==> src/rtl/bist_pkg.sv <==
// Shared types and constants for the scan BIST pattern controller.
// Holds the controller state encoding and the 8-bit LFSR helpers.
package bist_pkg;

    localparam int unsigned SigWidth = 8;
    localparam logic [SigWidth-1:0] LfsrTaps = 8'hB8;

    typedef enum logic [2:0] {
        StIdle,
        StShift,
        StCapture,
        StUnload,
        StFinish,
        StResult
    } state_t;

    // An all-zero LFSR never leaves zero, so a zero seed is replaced by 8'h01.
    function automatic logic [SigWidth-1:0] safe_seed(input logic [SigWidth-1:0] seed);
        return (seed == '0) ? 8'h01 : seed;
    endfunction

    // Tap mask bit 7 is x^8 and sits at the output end (bit 0) of the right-shifting
    // register, so the mask is applied to the bit-reversed state.
    function automatic logic [SigWidth-1:0] lfsr_next(input logic [SigWidth-1:0] cur);
        logic [SigWidth-1:0] rev;
        for (int i = 0; i < SigWidth; i++) begin
            rev[i] = cur[SigWidth-1-i];
        end
        return {^(rev & LfsrTaps), cur[SigWidth-1:1]};
    endfunction

endpackage

==> src/rtl/bist_lfsr.sv <==
// 8-bit Fibonacci pattern LFSR, shifting right with feedback into bit 7.
// Reset and load both apply the seed, with zero mapped to 8'h01.
module bist_lfsr
    import bist_pkg::*;
(
    input  logic                clk,
    input  logic                rst,
    input  logic                load,
    input  logic                advance,
    input  logic [SigWidth-1:0] seed,
    output logic [SigWidth-1:0] state
);

    logic [SigWidth-1:0] state_q;

    always_ff @(posedge clk) begin
        if (!rst) begin
            state_q <= safe_seed(seed);
        end else if (load) begin
            state_q <= safe_seed(seed);
        end else if (advance) begin
            state_q <= lfsr_next(state_q);
        end
    end

    assign state = state_q;

endmodule

==> src/rtl/bist_pattern_ctrl.sv <==
// Scan BIST controller: shifts LFSR patterns through the CUT chain, steers MISR
// compaction, then compares the final signature against GOLDEN.
module bist_pattern_ctrl
    import bist_pkg::*;
#(
    parameter int unsigned         SCAN_LEN   = 8,
    parameter int unsigned         N_PATTERNS = 16,
    parameter logic [SigWidth-1:0] SEED       = 8'h01,
    parameter logic [SigWidth-1:0] GOLDEN     = 8'h00
) (
    input  logic                clk,
    input  logic                rst,
    input  logic                start,
    input  logic [SigWidth-1:0] signature,
    output logic                scan_en,
    output logic                scan_in,
    output logic                grant_o,
    output logic                finish,
    output logic                busy,
    output logic                done,
    output logic                pass
);

    localparam int unsigned BitW = $clog2(SCAN_LEN + 1);
    localparam int unsigned PatW = $clog2(N_PATTERNS + 1);
    localparam logic [BitW-1:0] LastBit = BitW'(SCAN_LEN - 1);
    localparam logic [PatW-1:0] NumPat  = PatW'(N_PATTERNS);

    state_t              state_q, state_d;
    logic [BitW-1:0]     bit_cnt_q, bit_cnt_d;
    logic [PatW-1:0]     pat_cnt_q, pat_cnt_d;
    logic [PatW-1:0]     pat_next;
    logic                done_q, done_d;
    logic                pass_q, pass_d;
    logic                lfsr_load;
    logic                lfsr_adv;
    logic [SigWidth-1:0] lfsr_state;
    logic                unused_lfsr;

    bist_lfsr u_lfsr (
        .clk     (clk),
        .rst     (rst),
        .load    (lfsr_load),
        .advance (lfsr_adv),
        .seed    (SEED),
        .state   (lfsr_state)
    );

    // Only bit 0 feeds the chain; the upper bits exist for the shift itself.
    assign unused_lfsr = ^lfsr_state[SigWidth-1:1];
    assign pat_next    = pat_cnt_q + PatW'(1);

    always_comb begin
        state_d   = state_q;
        bit_cnt_d = bit_cnt_q;
        pat_cnt_d = pat_cnt_q;
        done_d    = done_q;
        pass_d    = pass_q;
        lfsr_load = 1'b0;
        lfsr_adv  = 1'b0;
        scan_en   = 1'b0;
        scan_in   = 1'b0;
        grant_o   = 1'b0;
        finish    = 1'b0;
        busy      = 1'b0;

        unique case (state_q)
            StIdle: begin
                if (start) begin
                    lfsr_load = 1'b1;
                    bit_cnt_d = '0;
                    pat_cnt_d = '0;
                    done_d    = 1'b0;
                    pass_d    = 1'b0;
                    state_d   = StShift;
                end
            end
            StShift: begin
                busy     = 1'b1;
                scan_en  = 1'b1;
                scan_in  = lfsr_state[0];
                // The chain still holds the previous response except on the first pattern.
                grant_o  = (pat_cnt_q != '0);
                lfsr_adv = 1'b1;
                if (bit_cnt_q == LastBit) begin
                    bit_cnt_d = '0;
                    state_d   = StCapture;
                end else begin
                    bit_cnt_d = bit_cnt_q + BitW'(1);
                end
            end
            StCapture: begin
                busy      = 1'b1;
                pat_cnt_d = pat_next;
                state_d   = (pat_next < NumPat) ? StShift : StUnload;
            end
            StUnload: begin
                busy    = 1'b1;
                scan_en = 1'b1;
                grant_o = 1'b1;
                if (bit_cnt_q == LastBit) begin
                    bit_cnt_d = '0;
                    state_d   = StFinish;
                end else begin
                    bit_cnt_d = bit_cnt_q + BitW'(1);
                end
            end
            StFinish: begin
                busy    = 1'b1;
                finish  = 1'b1;
                state_d = StResult;
            end
            StResult: begin
                done_d  = 1'b1;
                pass_d  = (signature == GOLDEN);
                state_d = StIdle;
            end
            default: begin
                state_d = StIdle;
            end
        endcase
    end

    always_ff @(posedge clk) begin
        if (!rst) begin
            state_q   <= StIdle;
            bit_cnt_q <= '0;
            pat_cnt_q <= '0;
            done_q    <= 1'b0;
            pass_q    <= 1'b0;
        end else begin
            state_q   <= state_d;
            bit_cnt_q <= bit_cnt_d;
            pat_cnt_q <= pat_cnt_d;
            done_q    <= done_d;
            pass_q    <= pass_d;
        end
    end

    assign done = done_q;
    assign pass = pass_q;

endmodule

==> config.mk <==
export PLATFORM = sky130hd
export DESIGN_NAME = bist_pattern_ctrl
export DESIGN_NICKNAME = d
export VERILOG_FILES = /design/src/rtl/bist_pkg.sv /design/src/rtl/bist_lfsr.sv /design/src/rtl/bist_pattern_ctrl.sv
export SDC_FILE = /design/constraint.sdc
export NUM_CORES = 1
export LEC_CHECK = 0
export CAP_MARGIN = 30
export CORE_ASPECT_RATIO = 0.8
export CORE_MARGIN = 4
export CORE_UTILIZATION = 25
export CTS_BUF_LIST = sky130_fd_sc_hd__clkbuf_4 sky130_fd_sc_hd__clkbuf_8
export CTS_CLUSTER_DIAMETER = 50
export CTS_CLUSTER_SIZE = 40
export DETAILED_ROUTE_END_ITERATION = 7
export PLACE_DENSITY = 0.44
export SLEW_MARGIN = 40
export SYNTH_ARGS = -nofsm -noshare
export SYNTH_HDL_FRONTEND = slang
export SYNTH_SLANG_ARGS = --single-unit
==> constraint.sdc <==
create_clock -name clk -period 1.2 [get_ports clk]
set_input_delay 0.24 -clock clk [delete_from_list [all_inputs] [get_ports clk]]
set_output_delay 0.24 -clock clk [all_outputs]
set_load 0.02 [all_outputs]
==> flow_summary_export.csv, run 1 <==
group,metric,value,unit
global_routing,globalRouteMet2Util,18.6,%
yosys,async_reset_ff_share,0,%
global_routing,met3_usage,2.77,%
die,rows,21,
die,dieWidth,83.2,um
die,design.die.area,5670,um2
yosys,synth_top_area_share,38.9,%
cts,cts_buffer_depth,2,
timing,worst_slack,-0.225,ns
pwr,power_switching,498,uW
setup_path,cp_max_fo,6,
die,start_util,26.4,%
global_routing,grt-ovfl-total,0,
detailed_routing,drt_iter0_markers,30,
die,core_area,4280,um2
setup_path,required,0.96,ns
pwr,finalPower,1.96,mW
cells_and_area,area_growth_syn_to_layout,66.9,%
min_path,worstHoldEndpoint,"done$_SDFFE_PN0P_",
setup_path,endpoint_kind,"output port",
yosys,synth.yosys.seq_area_share,38.9,%
pwr,leakage,0.762,nW
global_routing,grtUsageTotal,10.2,%
pwr,power.density,1040,nW/um2
timing,finalClockSkew,0.00270,ns
global_routing,antenna_found_initial,0,
yosys,yosys_warnings,0,
pwr,p_int,1.46,mW
setup_path,worst-endpoint-arrival,1.18,ns
min_path,min_from,"done$_SDFFE_PN0P_",
cells_and_area,drive_above_1_share,48.9,%
run,maxCapViolCount,0,
global_routing,busiest_layer,"met2",
timing,tightest_slew,0.440,ns
cells_and_area,regArea,455,um2
yosys,synthTopCellsByArea,"dfxtp_1 39%, nor2_1 6.6%, mux2i_1 6.2%",
detailed_routing,first_pass_iters,4,
timing,max_freq,0.702,GHz
setup_path,crit_type,"reg -> out",
cts,cts_num_sinks,22,
cts,cts_tree,"yes",
pwr,switching_share,25.5,%
setup_path,start_kind,"flip-flop",
timing,holdWs,0.488,ns
pwr,seqPwrFrac,39.7,%
global_routing,grt_max_degree,14,
yosys,synth_cells,125,
timing,hold_viol,0,
timing,period_minus_slack,1.42,ns
yosys,ys.flop_type,"dfxtp_1",
cells_and_area,layout.nets,193,
place,io_buffers,17,
global_routing,grt_use_met1,12.2,%
yosys,yosys.area.top_type,"dfxtp_1",
min_path,hold_depth,2,
cts,cts_root_buf,"clkbuf_8",
yosys,synth_edf_count,0,
timing,drv_slew,0,
detailed_routing,drc,0,
min_path,hp-class,"reg -> reg",
yosys,ys_types,40,
cts,cts_inserted_buffers,3,
pwr,pwr-share-clk,35.2,%
outcome,violations,"setup timing",
yosys,synth-seq-cells,22,
cts,clk_pin_slew_worst_paths,0.08,ns
setup_path,r2r_slack,-0.22,ns
detailed_routing,ant_nets,0,
place,place.gp.congestion,0.767,
global_routing,grt_pass1_vias,1045,
timing,relSlewSlack,70.7,%
yosys,synth_area,1130,um2
cts,clock_latency,0.26,ns
outcome,status,"complete, but fails checks",
detailed_routing,wirelength,2.87,mm
detailed_routing,vias_per_cell,4.53,
pwr,ir_drop,0.614,mV
setup_path,worstReg2RegEnd,"pat_cnt_q[3]$_SDFFE_PN0P_",
detailed_routing,num_vias,1065,
timing,rsz0062_at_grt,"yes",
detailed_routing,wl_per_cell,12.2,um
timing,setup_violations,16,
global_routing,grt_first_pass_wirelength,4.66,mm
cells_and_area,nFillCells,416,
pwr,combPwrFrac,25.1,%
setup_path,rr_worst_depth,6,
timing,fin_crit_sh,119,%
cells_and_area,multi_input_area,777,um2
place,dpl.hpwl,2.07,mm
setup_path,r2r-start,"state_q[1]$_SDFFE_PN0P_",
cells_and_area,n_antenna_cell,0,
yosys,avgSynthCellArea,9.05,um2
yosys,synth_nets,139,
cts,cts_max_level,1,
die,num_io_pins,18,
die,die_y,68.2,um
[how the worst max path moves through the flow]
stage | startpoint | end | slack, ns | cells after the start
3_5_place_dp | state_q[2]$_SDFFE_PN0P_ | finish | -0.48 | 2
4_1_cts | state_q[1]$_SDFFE_PN0P_ | finish | -0.24 | 3
2_1_floorplan | state_q[0]$_SDFFE_PN0P_ | scan_in | -0.05 | 5
3_3_place_gp | state_q[2]$_SDFFE_PN0P_ | busy | -0.46 | 4
5_1_grt | state_q[0]$_SDFFE_PN0P_ | finish | -0.29 | 3
6_report | state_q[1]$_SDFFE_PN0P_ | finish | -0.22 | 3
[critical path, stage by stage, from the launching register on]
cell	delay, ns
dfxtp_4	0.40
buf_6	0.14
nor3b_4	0.24
buf_6	0.15
[per-stage QoR]
step                cells  setup TNS (ns)  setup slack (ns)  instance area (um2)  utilization (%)
floorplan             125         -0.0998           -0.0521                 1150                -
global placement      222           -6.88            -0.463                 1560             36.4
detailed placement    222           -7.35            -0.479                 1560             36.4
CTS                   231           -2.04            -0.240                 1770             41.4
global route          235           -3.45            -0.289                 1890             44.1
finish                235           -2.39            -0.225                 1890             44.1
[per-layer routing]
layer / wire [um] / vias to the layer above / part of all wire (%)
li1: - / 543 / -
met2: 1490 / 15 / 52
met5: 0 / - / 0
met4: 26 / 0 / 0.91
met3: 76 / 2 / 2.6
met1: 1280 / 505 / 45
[cells by family (layout without fill, tap and decap cells)]
| kind of cell | Yosys count | count (layout) | share of synthesized area (%) |
|---|---|---|---|
| flip-flops | 22 | 22 | 38.9 |
| AND/OR/NAND/NOR | 53 | 53 | 25.9 |
| XOR/XNOR | 4 | 4 | 3.10 |
| AO/OA/AOI/OAI | 24 | 24 | 15.8 |
| adder cells (fa/ha/maj) | 3 | 3 | 3.32 |
| multiplexers | 8 | 8 | 7.19 |
| buffers and inverters | 11 | 64 | 5.75 |
[cell type report]
cell class / count / area share (%)
clock inverter: 1 / 1.59
inverter: 6 / 1.52
multi-input combinational: 92 / 41.2
tap: 57 / 3.78
sequential: 22 / 24.1
clock buffer: 3 / 2.19
timing repair buffer: 54 / 25.6
[registers in the layout, summed over array words and instances, names as in the netlist]
register and count:
pass 1, bit_cnt_q 4, u_lfsr.state 8, done 1, state_q 3, pat_cnt_q 5
[layout by cell type, fill, tap and decap left out, types with 2 or more instances in the layout]
cell type / count
buf_4: 27
inv_1: 4
nor2_4: 2
dlygate4sd2_1: 2
nand2_8: 2
a21oi_1: 6
ha_1: 2
clkdlybuf4s50_1: 8
nand2_1: 6
nand3_1: 5
nor2_2: 2
dfxtp_1: 16
xnor2_1: 3
mux2i_1: 7
nand3b_1: 4
a22oi_2: 3
buf_6: 15
dfxtp_2: 3
o21ai_1: 2
and2_4: 2
nor2_1: 17
clkbuf_8: 3
o21ai_2: 2
dfxtp_4: 3
[power by group through the flow]
stage	clock network (mW)	logic, mW	registers [mW]
floorplan	0	0.225	0.782
global placement	0	0.382	0.790
detailed placement	0	0.384	0.791
CTS	0.721	0.437	0.775
global route	0.742	0.529	0.779
finish	0.689	0.490	0.776
[synthesized netlist by cell type, types with 2 or more instances]
master and instances:
a21oi_1 7, a22oi_1 3, buf_6 3, dfxtp_1 22, ha_1 3, inv_1 5, mux2i_1 7, nand2_1 8
nand3_1 6, nand3b_1 4, nor2_1 20, nor4_1 2, o21ai_0 2, o21ai_1 3, o22ai_1 2, xnor2_1 4
[timing repair]
action | in CTS | in global routing
hold buffers | 0 | 0
buffers inserted | 5 | 4
setup endpoints to repair | 28 | 29
resized for setup | 63 | 21
pin swaps | 8 | 8
Power figures use the tool's default switching activity.
==> inputs of run 2 (changes only) <==
CORE_MARGIN = not set   (was 4)
PLACE_DENSITY = not set   (was 0.44)
==> flow_summary_export.csv, run 2 (synthesis results as in run 1) <==
group,metric,value,unit
pwr,finalPower,2.02,mW
timing,relSlewSlack,80.6,%
cells_and_area,nFillCells,412,
timing,setup_violations,25,
pwr,power_switching,530,uW
setup_path,endpoint_kind,"output port",
die,num_io_pins,18,
timing,hold_viol,0,
cells_and_area,n_antenna_cell,0,
pwr,p_int,1.49,mW
min_path,hp-class,"reg -> reg",
cells_and_area,largest_register_ffs,8,
min_path,worstHoldEndpoint,"done$_SDFFE_PN0P_",
detailed_routing,wl_per_cell,13.2,um
pwr,seqPwrFrac,38.3,%
global_routing,grtUsageTotal,13.7,%
detailed_routing,first_pass_iters,4,
detailed_routing,drt_iter0_markers,31,
die,rows,21,
cts,cts_max_level,1,
cells_and_area,layout_commonest_cell,"buf_4",
place,dp.cells,220,
place,preCtsSetupSlack,-0.454,ns
detailed_routing,wirelength,3.10,mm
cts,clock_latency,0.27,ns
place,dpl_cell_area,1560,um2
timing,drv_slew,0,
timing,period_minus_slack,1.45,ns
place,io_buffers,17,
min_path,hold_depth,2,
cells_and_area,layout.nets,192,
setup_path,rr_worst_depth,6,
cts,cts_root_buf,"clkbuf_8",
cts,cts_tree,"yes",
setup_path,required,0.96,ns
pwr,pwr-share-clk,34.7,%
setup_path,start_kind,"flip-flop",
cts,holdBufCountCts,0,
cells_and_area,area_growth_syn_to_layout,71.8,%
run,maxCapViolCount,0,
timing,tightest_slew,0.290,ns
timing,worst_slack,-0.252,ns
die,die_y,62.2,um
global_routing,grt_max_degree,14,
setup_path,cp_max_fo,8,
cells_and_area,layout_common_cells,"21 x buf_4, 19 x buf_6, 16 x nor2_1, 16 x dfxtp_1, 9 x clkdlybuf4s50_1",
pwr,ir_drop,0.451,mV
global_routing,grt-ovfl-total,0,
outcome,status,"complete, but fails checks",
setup_path,worstReg2RegEnd,"pat_cnt_q[2]$_SDFFE_PN0P_",
detailed_routing,vias_per_cell,4.60,
detailed_routing,ant_nets,0,
die,dieWidth,77.2,um
cells_and_area,final_cell_count_no_fill,234,
place,place.gp.congestion,0.828,
die,core_area,4260,um2
cells_and_area,drive_above_1_share,50.3,%
global_routing,antenna_found_initial,0,
cts,cts_num_sinks,22,
die,start_util,26.6,%
cts,clk_pin_slew_worst_paths,0.08,ns
setup_path,worst-endpoint-arrival,1.21,ns
die,design.die.area,4800,um2
pwr,combPwrFrac,27.1,%
timing,finalClockSkew,0.00442,ns
pwr,switching_share,26.2,%
min_path,min_from,"done$_SDFFE_PN0P_",
setup_path,crit_type,"reg -> out",
setup_path,r2r-start,"state_q[0]$_SDFFE_PN0P_",
cts,cts_buffer_depth,2,
place,dpl.hpwl,1.93,mm
global_routing,grt_first_pass_wirelength,5.23,mm
timing,fin_crit_sh,121,%
detailed_routing,num_vias,1077,
outcome,violations,"setup timing",
global_routing,grt_pass1_vias,1152,
detailed_routing,drc,0,
timing,rsz0062_at_grt,"yes",
cts,cts_inserted_buffers,3,
cells_and_area,utilization,45.6,%
pwr,leakage,0.764,nW
pwr,power.density,1040,nW/um2
timing,max_freq,0.689,GHz
setup_path,r2r_slack,-0.21,ns
cells_and_area,finalInstanceArea,1940,um2
-- run 2: cell types whose count changed in the layout (fill, tap and decap cells not counted), sizes merged --
cell,before,now
clkdlybuf4s50,8,9
dlygate4sd2,2,1
buf,42,41
-- run 2: what timing repair did --
action | CTS | global route
resized for setup | 66 | 31
endpoints found under the setup margin | 29 | 29
buffers inserted | 8 | 3
pin swaps | 19 | 13
cloned | 0 | 0
-- run 2: critical path, stage by stage (launching register included) --
cell     delay (ns)
dfxtp_2        0.35
buf_12         0.14
nor3_4         0.18
and2_4         0.17
buf_6          0.10
-- run 2: worst max path at each step --
| stage | startpoint | to | slack [ns] |
|---|---|---|---|
| 2_1_floorplan | state_q[0]$_SDFFE_PN0P_ | scan_in | -0.05 |
| 3_3_place_gp | state_q[2]$_SDFFE_PN0P_ | finish | -0.42 |
| 3_5_place_dp | state_q[2]$_SDFFE_PN0P_ | finish | -0.45 |
| 4_1_cts | state_q[0]$_SDFFE_PN0P_ | scan_in | -0.25 |
| 5_1_grt | state_q[1]$_SDFFE_PN0P_ | busy | -0.31 |
| 6_report | state_q[1]$_SDFFE_PN0P_ | scan_in | -0.25 |
-- run 2: layout make-up --
cell class                 count  area [um2]  area share (%)
multi-input combinational     92         813            41.9
timing repair buffer          53         505            26.0
sequential                    22         453            23.3
tap                           57        71.3            3.67
clock buffer                   3        41.3            2.12
clock inverter                 1        30.0            1.55
inverter                       6        28.8            1.48
-- run 2: per-layer routing --
metal | wire length [um] | track usage, % | vias to the layer above
met3 | 109 | 3.97 | 6
met5 | 0 | 0 | -
met2 | 1570 | 23.9 | 24
met1 | 1370 | 15.7 | 505
met4 | 58 | 4.95 | 0
li1 | - | - | 542
-- run 2: power groups by stage --
stage	clock network [mW]	logic (mW)	registers, mW
after global routing	0.756	0.586	0.778
after CTS	0.715	0.476	0.772
after detailed placement	0	0.377	0.790
after floorplan	0	0.225	0.782
final	0.701	0.547	0.774
after global placement	0	0.371	0.789
-- run 2: through the flow --
| stage | TNS, ns | hold WS (ns) |
|---|---|---|
| floorplan | -0.0998 | 0.416 |
| global placement | -6.46 | 0.460 |
| detailed placement | -6.62 | 0.467 |
| CTS | -2.04 | 0.477 |
| global route | -4.22 | 0.512 |
| finish | -2.74 | 0.478 |
